===== src/rtl/ysyx_24100006_wbu.sv =====
// Write-back stage: latches one instruction per handshake, then spends one commit cycle issuing GPR/CSR/trap writes.
// Optional macro YSYX_24100006_WBU_RETIRE_CNT_EN adds a 64-bit retire counter output.
module ysyx_24100006_wbu #(
    parameter int GPR_AW = 4,
    parameter int CSR_AW = 12
) (
    input  logic              clk,
    input  logic              reset,
    input  logic              mem_valid,
    output logic              wb_ready,
    input  logic [31:0]       pc_W,
    input  logic [31:0]       sext_imm_W,
    input  logic [31:0]       alu_result_W,
    input  logic [31:0]       rs1_data_W,
    input  logic [31:0]       rdata_csr_W,
    input  logic [31:0]       Mem_rdata_extend,
    input  logic [GPR_AW-1:0] rd_W,
    input  logic [CSR_AW-1:0] csr_addr_W,
    input  logic              irq_W,
    input  logic [7:0]        irq_no_W,
    input  logic              Gpr_Write_W,
    input  logic              Csr_Write_W,
    input  logic [2:0]        Gpr_Write_RD_W,
    input  logic [1:0]        Csr_Write_RD_W,
    output logic              gpr_wen,
    output logic [GPR_AW-1:0] gpr_waddr,
    output logic [31:0]       gpr_wdata,
    output logic              csr_wen,
    output logic [CSR_AW-1:0] csr_waddr,
    output logic [31:0]       csr_wdata,
    output logic              trap_wen,
    output logic [31:0]       trap_mepc,
    output logic [31:0]       trap_mcause,
    output logic              wb_done,
    output logic              wb_state
`ifdef YSYX_24100006_WBU_RETIRE_CNT_EN
    ,
    output logic [63:0]       retire_cnt
`endif
);

    // Handshake: a transfer happens on a rising edge where mem_valid && wb_ready;
    // upstream must hold its payload stable until that edge.
    typedef enum logic {S_IDLE, S_COMMIT} state_t;

    state_t state, state_nxt;
    logic   accept;
    logic   commit;

    logic [31:0]       pc_q, imm_q, alu_q, rs1_q, csr_old_q, mem_q;
    logic [GPR_AW-1:0] rd_q;
    logic [CSR_AW-1:0] csr_addr_q;
    logic              irq_q, gpr_we_q, csr_we_q;
    logic [7:0]        irq_no_q;
    logic [2:0]        gpr_sel_q;
    logic [1:0]        csr_sel_q;

    always_ff @(posedge clk or negedge reset) begin
        if (!reset) state <= S_IDLE;
        else        state <= state_nxt;
    end

    always_comb begin
        state_nxt = state;
        accept    = 1'b0;
        commit    = 1'b0;
        wb_ready  = 1'b0;
        case (state)
            S_IDLE: begin
                wb_ready = 1'b1;
                if (mem_valid) begin
                    accept    = 1'b1;
                    state_nxt = S_COMMIT;
                end
            end
            S_COMMIT: begin
                commit    = 1'b1;
                state_nxt = S_IDLE;
            end
            default: state_nxt = S_IDLE;
        endcase
    end

    assign wb_state = state;

    always_ff @(posedge clk or negedge reset) begin
        if (!reset) begin
            pc_q       <= '0;
            imm_q      <= '0;
            alu_q      <= '0;
            rs1_q      <= '0;
            csr_old_q  <= '0;
            mem_q      <= '0;
            rd_q       <= '0;
            csr_addr_q <= '0;
            irq_q      <= 1'b0;
            irq_no_q   <= '0;
            gpr_we_q   <= 1'b0;
            csr_we_q   <= 1'b0;
            gpr_sel_q  <= '0;
            csr_sel_q  <= '0;
        end else if (accept) begin
            pc_q       <= pc_W;
            imm_q      <= sext_imm_W;
            alu_q      <= alu_result_W;
            rs1_q      <= rs1_data_W;
            csr_old_q  <= rdata_csr_W;
            mem_q      <= Mem_rdata_extend;
            rd_q       <= rd_W;
            csr_addr_q <= csr_addr_W;
            irq_q      <= irq_W;
            irq_no_q   <= irq_no_W;
            gpr_we_q   <= Gpr_Write_W;
            csr_we_q   <= Csr_Write_W;
            gpr_sel_q  <= Gpr_Write_RD_W;
            csr_sel_q  <= Csr_Write_RD_W;
        end
    end

    always_comb begin
        gpr_wdata = '0;
        case (gpr_sel_q)
            3'b000:  gpr_wdata = alu_q;
            3'b001:  gpr_wdata = mem_q;
            3'b010:  gpr_wdata = pc_q + 32'd4;
            3'b011:  gpr_wdata = imm_q;
            3'b100:  gpr_wdata = csr_old_q;
            default: gpr_wdata = '0;
        endcase
    end

    always_comb begin
        csr_wdata = rs1_q;
        case (csr_sel_q)
            2'b00:   csr_wdata = rs1_q;
            2'b01:   csr_wdata = csr_old_q | rs1_q;
            2'b10:   csr_wdata = csr_old_q & ~rs1_q;
            default: csr_wdata = rs1_q;
        endcase
    end

    // A trapping instruction never performs its own CSR write; mepc/mcause take priority.
    assign gpr_wen     = commit && gpr_we_q && (rd_q != '0);
    assign gpr_waddr   = rd_q;
    assign csr_wen     = commit && csr_we_q && !irq_q;
    assign csr_waddr   = csr_addr_q;
    assign trap_wen    = commit && irq_q;
    assign trap_mepc   = pc_q;
    assign trap_mcause = {24'b0, irq_no_q};
    assign wb_done     = commit;

`ifdef YSYX_24100006_WBU_RETIRE_CNT_EN
    always_ff @(posedge clk or negedge reset) begin
        if (!reset)      retire_cnt <= '0;
        else if (commit) retire_cnt <= retire_cnt + 64'd1;
    end
`endif

endmodule


===== config.mk =====
export PLATFORM = sky130hd
export DESIGN_NAME = ysyx_24100006_wbu
export DESIGN_NICKNAME = d
export VERILOG_FILES = /design/src/rtl/ysyx_24100006_wbu.sv
export SDC_FILE = /design/constraint.sdc
export NUM_CORES = 1
export LEC_CHECK = 0
export CAP_MARGIN = 5
export CORE_ASPECT_RATIO = 1.1
export CORE_MARGIN = 3
export CORE_UTILIZATION = 47
export CTS_BUF_LIST = sky130_fd_sc_hd__clkbuf_4 sky130_fd_sc_hd__clkbuf_8
export DETAILED_ROUTE_END_ITERATION = 8
export PLACE_DENSITY = 0.92
export REMOVE_ABC_BUFFERS = 1
export SKIP_LAST_GASP = 1
export SYNTH_ARGS = -nofsm -noshare
export SYNTH_HDL_FRONTEND = slang
export SYNTH_SLANG_ARGS = --single-unit

===== constraint.sdc =====
create_clock -name clk -period 3.5 [get_ports clk]
set_clock_uncertainty 0.1 [all_clocks]
set_input_delay 1.05 -clock clk [delete_from_list [all_inputs] [get_ports clk]]
set_output_delay 1.05 -clock clk [all_outputs]
set_load 0.03 [all_outputs]

### Word level (Yosys, flattened, before mapping)

Cells that the tools add are included.

| word-level totals | value |
|---|---|
| flip-flop bits (word level) | 225 |
| bits of input ports | 227 |
| output and inout bits | 150 |
| word-level logic and storage cells | 41 |

| cells by class | value |
|---|---|
| $add $sub $neg | 1 |
| eq/ne operators | 6 |
| multiplexer cells | 7 |
| bitwise operators | 4 |
| reductions and logical operators | 8 |

Operators by type and width:

| operator | count |
|---|---|
| $pmux 32 s5 | 1 |
| $pmux 32 s2 | 1 |
| $add 32x3->32 const B | 1 |
| $and 32x32->32 | 1 |
| $not 32->32 | 1 |
| $or 32x32->32 | 1 |
| $eq 3x2->1 const B | 2 |
| $logic_and 1x1->1 | 5 |
| $mux 1 | 4 |
| $reduce_bool 4->1 | 1 |
| $eq 3x1->1 const B | 1 |
| $eq 3x3->1 const B | 1 |
| $logic_not 3->1 | 1 |
| $eq 2x1->1 const B | 1 |
| $eq 2x2->1 const B | 1 |
| $pmux 1 s2 | 1 |
| $logic_not 1->1 | 1 |
| $not 1->1 | 1 |

### Longest topological paths before layout

| logic depth | value |
|---|---|
| depth in word-level cells | 3 |
| gate-level depth with buffers | 7 |
| depth with buffers taken out | 5 |

### Least setup slack after synthesis

No wires, ideal clock.

| path | value |
|---|---|
| path kind | flip-flop to output port |
| from | register pc_q[2] (netlist: trap_mepc[2]) |
| to | output port gpr_wdata[18] |
| arrival time | 2347 ps |
| required time | 2350 ps |
| path slack | 3 ps |
| stages on the path, launching flop included | 7 |
| path buffers | 1 |
| path through | dfrtp_1 > ha_1 > nand3_1 > or4_4 > buf_6 > xnor2_1 > o21ai_0 |

| on the way | value |
|---|---|
| cells in the longest elaborated chain, start to end | 2 |

Ends and longest elaborated chain:

| what | RTL line | source |
|---|---|---|
| start, declared | 50 | `logic [31:0] pc_q, imm_q, alu_q, rs1_q, csr_old_q, mem_q;` |
| start signal, assigned | 103 | `pc_q <= pc_W;` |
| $add 32x3->32 | 125 | `3'b010: gpr_wdata = pc_q + 32'd4;` |
| $pmux 32 s5 | 122 | `case (gpr_sel_q)` |
| end, declared | 27 | `output logic [31:0] gpr_wdata,` |

Every way passes these cells.

### Worst setup path in the final report

| path | value |
|---|---|
| from | register pc_q[2] (netlist: trap_mepc[2]) |
| to | output port gpr_wdata[24] |

Same word-level chain as after synthesis.

==> out/results.ini <==
[status]
status=finished, violations left
violations=setup timing

[global_route]
antenna_found_initial=1
grt_pass1_vias=9854
grt_pass1_wl_um=55550
grt_max_degree=88
groute.usage.overall=0.2869
overflow=0

[pwr]
powerDensity_nw_per_um2=564.4
power_frac_comb=0.367
ir_worst_vdd_v=0.0003813
p_switching_mw=3.140
swShare=0.3433
leakagePower_nw=6.732
internal_power_mw=6.006
power_frac_clock=0.273
seqPwrFrac=0.360

[min_path]
hold_depth=1
holdCritStartpoint=csr_we_q
hold_class=flop to flop
min_to=csr_we_q

[place]
port_buffers=352
dp_slack_ps=77.04
gp_congestion=0.8569
place_inst=1534
dp_hpwl_um=26210

[timing]
finalSetupViolations=14
period_share=1.077
maxSlewViolCount=0
relSlewSlack=0.5227
post-route-min-period_ps=3770
rsz0062_at_grt=true
fin_setup_tns_ps=-2749
max_slew.worst_pin.slew_ps=716.0
hold_viol_final=0
max_freq_ghz=0.2652
worst_slack_ps=-270.2

[critical_path]
worstSetupPathType=flop to primary output
rrSetupSlack_ps=1650
path_cells=ha_2 > nand3_2 > or4_4 > buf_8 > buf_6 > o211ai_1 > nand3_1 > buf_6
cp_slowest_cell=or4_4
cp.arrival_ps=2620
crit_fanout=6
crit_top_cell=buf_6
timing.rr.start=wb_state
max_stage_delay_ps=590
reg2reg_depth=4
cp.required_ps=2350
worstSetupEndpointType=primary output
startpoint_type=flop
r2r_end=alu_q[29]

[clocking]
clk_pin_slew_ps=60
cts_tree=done
h-tree-depth=2
root_buffer=clkbuf_8
cts_buffers=39
clockBufferDepth=3
clock_latency_ps=510
holdBufCountCts=0
clock_sinks=225

[routing]
viasPerCell=5.686
vias=9291
dr.pass1.iters=8
wl_met2_um=18490
wl_met3_um=3501
drt-wirelength-per-cell_um=23.01
wl_um=37610
wl_met1_um=14150
top_layer=met4
drt_iter0_drc=512
drcViolationCount=0
detail-route-antenna-nets=0

[finish]
drive_above_1_share=0.3602
layout.nets=1541
final_cell_mix=clkdlybuf4s50_1 (287), mux2_2 (222), dfrtp_1 (222)
final_util=0.7237
fillers=1512
syn_to_final_growth_pct=48.89
multi_input_area_um2=5081
stdcell_count=1634
final_common_cell=clkdlybuf4s50_1
seq_area_um2=5637

[synth]
synthFlopType=dfrtp_1
ys_seq_area_frac=0.5173
ys_types=52
ys_seq_elements=225
yosysWarnings=0
synth_edf_count=0
synth_cells=897
synth_area_um2=10880
async_flop_share=1.000
synth_area_per_cell_um2=12.13

[floorplanning]
die_h_um=165.6
row_count=57
coreArea_um2=22390
die_w_um=151.1
io_pins=377
start_util=0.4860
die_area_um2=25020

[run]
max-cap-violations=0

==> cell type report <==
| cell class | count | area share |
|---|---|---|
| Antenna cell | 1 | 0.0001544 |
| Clock buffer | 65 | 0.04787 |
| Timing Repair Buffer | 435 | 0.2626 |
| Inverter | 12 | 0.002780 |
| Clock inverter | 3 | 0.002471 |
| Sequential cell | 225 | 0.3478 |
| Multi-Input combinational cell | 598 | 0.3135 |
| Tap cell | 295 | 0.02278 |
==> layer usage <==
| metal | GRT usage | vias up |
|---|---|---|
| met5 | 0 | - |
| met4 | 0.1199 | 0 |
| met3 | 0.08743 | 103 |
| met2 | 0.4837 | 497 |
| met1 | 0.3383 | 4620 |
| li1 | - | 4071 |
==> synth_stat cells (all sizes together) (2+ instances only) <==
library cell / count / share of area
a21oi: 72 / 0.033
a22o: 4 / 0.0032
a22oi: 34 / 0.023
a31oi: 2 / 0.0011
and2: 2 / 0.0012
buf: 31 / 0.020
clkbuf: 55 / 0.019
dfrtp: 225 / 0.52
ha: 3 / 0.0034
inv: 12 / 0.0041
mux2: 222 / 0.23
mux2i: 21 / 0.019
nand2: 23 / 0.0079
nand2b: 33 / 0.019
nand3: 20 / 0.0092
nand3b: 3 / 0.0021
nand4: 7 / 0.0054
nor2: 18 / 0.0062
nor2b: 3 / 0.0017
nor3: 6 / 0.0028
nor3b: 2 / 0.0014
nor4: 6 / 0.0034
nor4b: 2 / 0.0016
o211ai: 7 / 0.0048
o21ai: 16 / 0.0074
o221ai: 4 / 0.0032
o22a: 6 / 0.0048
o22ai: 6 / 0.0034
o2bb2ai: 9 / 0.0072
o311ai: 5 / 0.0040
or2: 2 / 0.0011
or4: 9 / 0.0069
or4b: 2 / 0.0018
xnor2: 13 / 0.010
==> sequential cells by signal, summed over array words and instances, names as in the netlist, 2 cells and up <==
| name | count |
|---|---|
| alu_q | 32 |
| csr_old_q | 32 |
| csr_sel_q | 2 |
| csr_waddr | 12 |
| gpr_sel_q | 3 |
| gpr_waddr | 4 |
| imm_q | 32 |
| irq_no_q | 8 |
| mem_q | 32 |
| rs1_q | 32 |
| trap_mepc | 32 |
==> through the flow <==
step                      power, mW  instance area, um2  hold slack, ps
after detailed placement      6.498               14890           395.6
after CTS                     9.110               16030           407.9
after global placement        6.417               14890           382.3
after floorplan               5.050               10540           371.9
final                         9.146               16210           405.7
after global routing          9.541               16210           415.6
==> critical path, delay by kind of cell, from the launching register on <==
| kind | cells | cell delay [ps] |
|---|---|---|
| buf+inv | 3 | 480 |
| fa+ha+maj | 1 | 210 |
| flops | 1 | 390 |
| simple gates | 3 | 820 |
| compound gates | 1 | 200 |
==> how the worst max path moves through the flow <==
stage | startpoint | end
after detailed placement | gpr_sel_q[0] | gpr_wdata[29]
after CTS | trap_mepc[12] | gpr_wdata[28]
after global routing | trap_mepc[2] | gpr_wdata[24]
after global placement | gpr_sel_q[0] | gpr_wdata[29]
after floorplan | mem_valid | alu_q[0]
final | trap_mepc[2] | gpr_wdata[24]
==> power groups by stage <==
| stage | Clock, mW | Combinational [mW] | Sequential (mW) |
|---|---|---|---|
| after detailed placement | 0 | 3.16 | 3.34 |
| after global placement | 0 | 3.11 | 3.30 |
| final | 2.50 | 3.35 | 3.30 |
| after global routing | 2.67 | 3.53 | 3.34 |
| after floorplan | 0 | 1.57 | 3.48 |
| after CTS | 2.53 | 3.29 | 3.29 |
==> what timing repair did <==
item	in CTS	in global routing
gates cloned	1	0
pin swaps	17	10
endpoints found under the hold margin	0	0
buffers inserted	23	7
endpoints found under the setup margin	31	24
resized for setup	41	30
==> cell families (layout without fill, tap and decap cells) <==
family	after synthesis	after routing	share of synthesized area
mux	243	243	0.2490
flops	225	225	0.5173
compound gates	172	172	0.1015
other cells	1	25	0.0003445
fa+ha+maj	3	3	0.003449
buf+inv	98	515	0.04345
xor+xnor	13	13	0.01046
simple gates	142	143	0.07449
No activity file was read; power rests on OpenSTA's default activity.
